File: src/rtl/ifu_iccm_arb_pkg.sv
// Shared types for the ICCM port arbiter: DMA size codes, RMW states and the
// 39-bit ICCM word layout with its SECDED coverage masks.
package ifu_iccm_arb_pkg;
  localparam int ECC_W = 7;

  localparam logic [2:0] SZ_BYTE  = 3'd0;
  localparam logic [2:0] SZ_HALF  = 3'd1;
  localparam logic [2:0] SZ_WORD  = 3'd2;
  localparam logic [2:0] SZ_DWORD = 3'd3;

  typedef enum logic [1:0] {ST_IDLE, ST_RMW_RD, ST_RMW_MRG, ST_RMW_WR} rmw_st_e;
  typedef enum logic [1:0] {OWN_NONE, OWN_IFC, OWN_DMA} own_e;

  typedef struct packed {
    logic [ECC_W-1:0] ecc;
    logic [31:0]      data;
  } iccm_word_t;

  typedef struct packed {
    logic [2:0]  size;
    logic [1:0]  lane;
    logic [15:0] wdata;
  } rmw_req_t;

  // Hamming layout: data bits occupy the non-power-of-two codeword positions
  // 3..38 in order; check bit k covers positions with bit k set.
  function automatic logic [31:0] ecc_cov_mask(input int k);
    int j;
    ecc_cov_mask = '0;
    j = 0;
    for (int p = 3; p < 39; p++) begin
      if ((p & (p - 1)) != 0) begin
        ecc_cov_mask[j] = p[k];
        j++;
      end
    end
  endfunction
endpackage

File: src/rtl/iccm_ecc_gen.sv
// Combinational 32->7 SECDED generator: six Hamming checks plus overall parity.
module iccm_ecc_gen
  import ifu_iccm_arb_pkg::*;
(
  input  logic [31:0]      data,
  output logic [ECC_W-1:0] ecc
);
  logic [5:0] chk;

  for (genvar k = 0; k < 6; k++) begin : g_chk
    assign chk[k] = ^(data & ecc_cov_mask(k));
  end

  assign ecc = {^{data, chk}, chk};
endmodule

File: src/rtl/ifu_iccm_arb.sv
// Arbitrates the single ICCM port between fetch reads and DMA, sequencing
// read-modify-write for DMA byte/half writes with ECC regeneration.
module ifu_iccm_arb
  import ifu_iccm_arb_pkg::*;
#(
  parameter int ICCM_BITS  = 19,
  parameter int STARVE_MAX = 4
) (
  input  logic                   clk,
  input  logic                   rst,
  input  logic                   ifc_rd_req,
  input  logic [ICCM_BITS-3:0]   ifc_rd_addr,
  output logic                   ifc_rd_gnt,
  output logic                   ifc_rd_valid,
  output logic [155:0]           ifc_rd_data,
  input  logic                   dma_req,
  input  logic                   dma_write,
  input  logic [2:0]             dma_size,
  input  logic [ICCM_BITS-1:0]   dma_addr,
  input  logic [63:0]            dma_wdata,
  output logic                   dma_gnt,
  output logic                   dma_rd_valid,
  output logic [63:0]            dma_rd_data,
  output logic                   iccm_rden,
  output logic                   iccm_wren,
  output logic [ICCM_BITS-3:0]   iccm_rw_addr,
  output logic [2:0]             iccm_wr_size,
  output logic [77:0]            iccm_wr_data,
  input  logic [155:0]           iccm_rd_data
);
  localparam int         AW         = ICCM_BITS - 2;
  localparam logic [3:0] STARVE_LIM = 4'(STARVE_MAX);

  rmw_st_e    st_q, st_d;
  own_e       own_q, own_d;
  logic [3:0] starve_q;
  logic [AW-1:0] rmw_addr_q;
  rmw_req_t   rmw_q;
  iccm_word_t mrg_q;
  logic [1:0] rd_sel_q;
  logic       rd_dw_q;

  iccm_word_t [3:0]        rd_w;
  logic [AW-1:0]           dma_waddr;
  logic [31:0]             old_word, mrg_data;
  logic                    fetch_force, dma_win;
  logic [1:0][31:0]        ecc_din;
  logic [1:0][ECC_W-1:0]   ecc_dout;

  assign rd_w      = iccm_rd_data;
  assign dma_waddr = dma_addr[ICCM_BITS-1:2];

  // lo generator is shared between direct writes and the RMW merge result
  assign ecc_din[0] = (st_q == ST_RMW_MRG) ? mrg_data : dma_wdata[31:0];
  assign ecc_din[1] = dma_wdata[63:32];

  iccm_ecc_gen u_ecc [1:0] (
    .data (ecc_din),
    .ecc  (ecc_dout)
  );

  always_comb begin
    old_word = rd_w[rmw_addr_q[1:0]].data;
    mrg_data = old_word;
    if (rmw_q.size == SZ_HALF) mrg_data[16*rmw_q.lane[1] +: 16] = rmw_q.wdata;
    else                       mrg_data[8*rmw_q.lane +: 8]      = rmw_q.wdata[7:0];
  end

  always_comb begin
    st_d         = st_q;
    own_d        = OWN_NONE;
    ifc_rd_gnt   = 1'b0;
    dma_gnt      = 1'b0;
    iccm_rden    = 1'b0;
    iccm_wren    = 1'b0;
    iccm_rw_addr = '0;
    iccm_wr_size = '0;
    iccm_wr_data = '0;
    fetch_force  = ifc_rd_req && (starve_q == STARVE_LIM);
    dma_win      = dma_req && !fetch_force;
    unique case (st_q)
      ST_IDLE: begin
        if (dma_win) begin
          dma_gnt = 1'b1;
          if (!dma_write) begin
            iccm_rden    = 1'b1;
            iccm_rw_addr = dma_waddr;
            own_d        = OWN_DMA;
          end else if (dma_size == SZ_BYTE || dma_size == SZ_HALF) begin
            st_d = ST_RMW_RD;
          end else if (dma_size == SZ_WORD) begin
            iccm_wren    = 1'b1;
            iccm_wr_size = SZ_WORD;
            iccm_rw_addr = dma_waddr;
            iccm_wr_data = {ecc_dout[0], dma_wdata[31:0], ecc_dout[0], dma_wdata[31:0]};
          end else begin
            iccm_wren    = 1'b1;
            iccm_wr_size = SZ_DWORD;
            iccm_rw_addr = {dma_waddr[AW-1:1], 1'b0};
            iccm_wr_data = {ecc_dout[1], dma_wdata[63:32], ecc_dout[0], dma_wdata[31:0]};
          end
        end else if (ifc_rd_req) begin
          ifc_rd_gnt   = 1'b1;
          iccm_rden    = 1'b1;
          iccm_rw_addr = ifc_rd_addr;
          own_d        = OWN_IFC;
        end
      end
      ST_RMW_RD: begin
        iccm_rden    = 1'b1;
        iccm_rw_addr = rmw_addr_q;
        st_d         = ST_RMW_MRG;
      end
      ST_RMW_MRG: st_d = ST_RMW_WR;
      ST_RMW_WR: begin
        iccm_wren    = 1'b1;
        iccm_wr_size = SZ_WORD;
        iccm_rw_addr = rmw_addr_q;
        iccm_wr_data = {mrg_q, mrg_q};
        st_d         = ST_IDLE;
      end
      default: st_d = ST_IDLE;
    endcase
    // reset kills strobes immediately so an aborted RMW never writes
    if (rst) begin
      ifc_rd_gnt   = 1'b0;
      dma_gnt      = 1'b0;
      iccm_rden    = 1'b0;
      iccm_wren    = 1'b0;
      iccm_rw_addr = '0;
      iccm_wr_size = '0;
      iccm_wr_data = '0;
    end
  end

  always_comb begin
    ifc_rd_valid = !rst && (own_q == OWN_IFC);
    dma_rd_valid = !rst && (own_q == OWN_DMA);
    ifc_rd_data  = ifc_rd_valid ? iccm_rd_data : '0;
    dma_rd_data  = '0;
    if (dma_rd_valid)
      dma_rd_data = {rd_dw_q ? rd_w[rd_sel_q + 2'd1].data : 32'b0, rd_w[rd_sel_q].data};
  end

  always_ff @(posedge clk) begin
    if (rst) begin
      st_q       <= ST_IDLE;
      own_q      <= OWN_NONE;
      starve_q   <= '0;
      rmw_addr_q <= '0;
      rmw_q      <= '0;
      mrg_q      <= '0;
      rd_sel_q   <= '0;
      rd_dw_q    <= 1'b0;
    end else begin
      st_q  <= st_d;
      own_q <= own_d;
      if (ifc_rd_gnt)                                starve_q <= '0;
      else if (ifc_rd_req && starve_q != STARVE_LIM) starve_q <= starve_q + 4'd1;
      if (dma_gnt) begin
        rmw_addr_q <= dma_waddr;
        rmw_q      <= '{size: dma_size, lane: dma_addr[1:0], wdata: dma_wdata[15:0]};
        rd_sel_q   <= dma_addr[3:2];
        rd_dw_q    <= (dma_size >= SZ_DWORD);
      end
      if (st_q == ST_RMW_MRG) mrg_q <= '{ecc: ecc_dout[0], data: mrg_data};
    end
  end
endmodule
File: config.mk
export PLATFORM = sky130hd
export DESIGN_NAME = ifu_iccm_arb
export DESIGN_NICKNAME = d
export VERILOG_FILES = /design/src/rtl/ifu_iccm_arb_pkg.sv /design/src/rtl/iccm_ecc_gen.sv /design/src/rtl/ifu_iccm_arb.sv
export SDC_FILE = /design/constraint.sdc
export NUM_CORES = 1
export LEC_CHECK = 0
export ABC_AREA = 1
export CAP_MARGIN = 20
export CORE_AREA = 2 2 230 232
export CTS_CLUSTER_DIAMETER = 30
export DETAILED_ROUTE_END_ITERATION = 7
export DIE_AREA = 0 0 232 234
export HOLD_SLACK_MARGIN = 0.08
export PLACE_DENSITY = 0.55
export RECOVER_POWER = 50
export SLEW_MARGIN = 20
export SYNTH_ARGS = -nofsm -noshare
export SYNTH_HDL_FRONTEND = slang
export SYNTH_SLANG_ARGS = --single-unit
File: constraint.sdc
create_clock -name clk -period 5.5 [get_ports clk]
set_clock_uncertainty 0.2 [all_clocks]
set_input_delay 1.375 -clock clk [delete_from_list [all_inputs] [get_ports clk]]
set_output_delay 1.375 -clock clk [all_outputs]
set_load 0.02 [all_outputs]
==> out/qor.csv <==
metric,value,unit
drive_gt1_share,34.5,%
antenna_found_initial,15,
die_w,232,µm
cts-buffers-inserted,9,
stdcell_area,24400,µm²
place_ws,-1.07,ns
worst_slack,-0.0920,ns
pwr_density_cell,398,nW/µm²
start_kind,input pin,
syn_inst,2302,
async_flop_share,0,%
worst_pin_slew,0.926,ns
insertion_delay,0.37,ns
syn_to_final_growth,105,%
synth_area,11900,µm²
min_from,mrg_q[11],
routed_via_density,4.84,
postSynthAreaPerCell,5.17,µm²
ys_ff_latch,86,
gp_congestion,0.998,
synth_edf_count,0,
die_area,54300,µm²
ys_seq_area_share,14.5,%
relSlewSlack,38.3,%
timing.fmax,0.179,GHz
clock_path_buffers,2,
fillers,5456,
yosys_warnings,0,
cts_hold_buffers,0,
cp.required,3.92,ns
wirelength,80800,µm
wire_per_inst,20.8,µm
final-setup-viol-count,1,
die_h,234,µm
synthTopCellsByCount,"nand2_1, nor2_1, inv_1, nand3_1, a21oi_1",
arrival,4.02,ns
gr-total-overflow,0,
violations,negative setup slack,
ys.flop_type,dfxtp_1,
cts_sinks,86,
route.vias.total,18800,
cts_tree,built,
end_kind,output pin,
finalCriticalPeriod,5.59,ns
synth_top_area_share,22.6,%
critPathKind,input pin to output pin,
r2r-start,rmw_q[17],
clk_pin_slew_worst_paths,0.07,ns
cts_max_level,3,
grt_pass1_vias,18200,
synth_nets,2577,
place_inst,3775,
antenna_left,0,
worstPathMaxFanout,2,
layout.cells.non_filler,3886,
hold_viol,0,
start_util,22.9,%
io_pins,588,
core-area,52000,µm²
drv_slew,0,
firstDrtPassIters,5,
grt_usage,27.9,%
clockRootBuffer,clkbuf_16,
nNetsFinal,3459,
period_share,102,%
postPlaceCellArea,20800,µm²
yosys.area.top_type,nand2_1,
drc,0,
p_total,9720,µW
rrSetupSlack,2.14,ns
port_buffers,586,
grt_max_degree,81,
ys_types,39,
yosysMostFrequentCell,nand2_1,
hold_class,flip-flop to flip-flop,
ir_drop,276,µV
status,"finished, violations left",
rows,84,
final_util,46.9,%
drtIter0Drc,1296,
power_leakage,0.0126,µW
max_cap_violations,0,
synth_area_leaders,"nand2_1, dfxtp_1, nand3_1",
grt_first_pass_wirelength,114000,µm
grt_setup_unrepaired,yes,
hpwl,65300,µm
crit_path_start,dma_wdata[61],
## metrics by stage
step                      hold WS [ns]  setup TNS (ns)
final                            0.270         -0.0920
after floorplan                  0.245               0
after global placement           0.255          -11.29
after global routing             0.289          -0.758
after detailed placement         0.261          -11.70
after CTS                        0.270           -1.12
## state kept, by name, indices dropped and copies added, names as in the netlist
register	count
rmw_q	21
starve_q	4
mrg_q	39
rd_dw_q	1
st_q	2
own_q	2
rmw_addr_q	17
## final timing paths
| path | to | depth (start not counted) |
|---|---|---|
| min | mrg_q[11] | 2 |
| max | iccm_wr_data[77] | 14 |
| min reg2reg | mrg_q[11] | 2 |
| max reg2reg | mrg_q[38] | 30 |
## cells in the final DEF, fill, tap and decap left out, types with 30 or more instances in the layout
| cell type | netlist | layout |
|---|---|---|
| nand2_1 | 716 | 475 |
| buf_4 | 11 | 402 |
| clkdlybuf4s50_1 | 0 | 344 |
| nor2_1 | 278 | 271 |
| inv_1 | 268 | 238 |
| a21oi_1 | 206 | 191 |
| nand2_2 | 27 | 190 |
| nand3_2 | 13 | 125 |
| dlymetal6s2s_1 | 0 | 117 |
| nand3_1 | 249 | 96 |
| dfxtp_1 | 86 | 83 |
| nand2_4 | 0 | 76 |
| o21ai_0 | 70 | 66 |
| clkbuf_2 | 0 | 56 |
| o22ai_1 | 47 | 47 |
| inv_2 | 19 | 41 |
| nand3_4 | 0 | 41 |
| xor2_1 | 43 | 30 |
## logic make-up after synthesis
group | Yosys count | synth area share, %
AO/OA/AOI/OAI | 375 | 17.1
XOR/XNOR | 86 | 6.46
adder cells (fa/ha/maj) | 11 | 1.16
buffers and inverters | 427 | 14.7
flip-flops | 86 | 14.5
other | 1 | 0.0315
AND/OR/NAND/NOR | 1316 | 46.1
## layout make-up
cell class / count / area (µm²) / share of cell area [%]
antenna: 9 / 22.5 / 0.0922
clock buffer: 9 / 225 / 0.922
clock inverter: 7 / 129 / 0.528
inverter: 291 / 1120 / 4.58
multi-input combinational: 1789 / 11100 / 45.3
sequential: 86 / 1730 / 7.08
tap: 688 / 861 / 3.53
timing repair buffer: 1007 / 9270 / 38.0
## routing by layer
| metal | vias up | GRT usage, % | wire length [µm] |
|---|---|---|---|
| li1 | 9071 | - | - |
| met1 | 8988 | 36.1 | 34600 |
| met2 | 637 | 48.9 | 39800 |
| met3 | 90 | 3.87 | 4710 |
| met4 | 4 | 5.93 | 1670 |
| met5 | - | 0 | 24 |
## critical path, stage by stage
cell	delay, ns
clkdlybuf4s50_1	0.51
xor2_1	0.19
xor2_1	0.20
xor2_1	0.31
xnor2_1	0.20
xor2_1	0.19
xnor2_1	0.15
xnor2_1	0.14
inv_1	0.06
or2_2	0.28
nand3_2	0.07
nand2_2	0.06
a21oi_2	0.15
buf_6	0.13
## report_power, final
| group | switching [µW] | internal [µW] |
|---|---|---|
| Sequential | 107 | 760 |
| Combinational | 4770 | 3320 |
| Clock | 309 | 453 |
## what timing repair did
item                       CTS  global route
buffers inserted            35            53
resized for setup          327           750
setup endpoints to repair   45            43
pin swaps                   75           327
gates cloned                 0             0
Note: power is estimated with default switching activity, not from simulation.
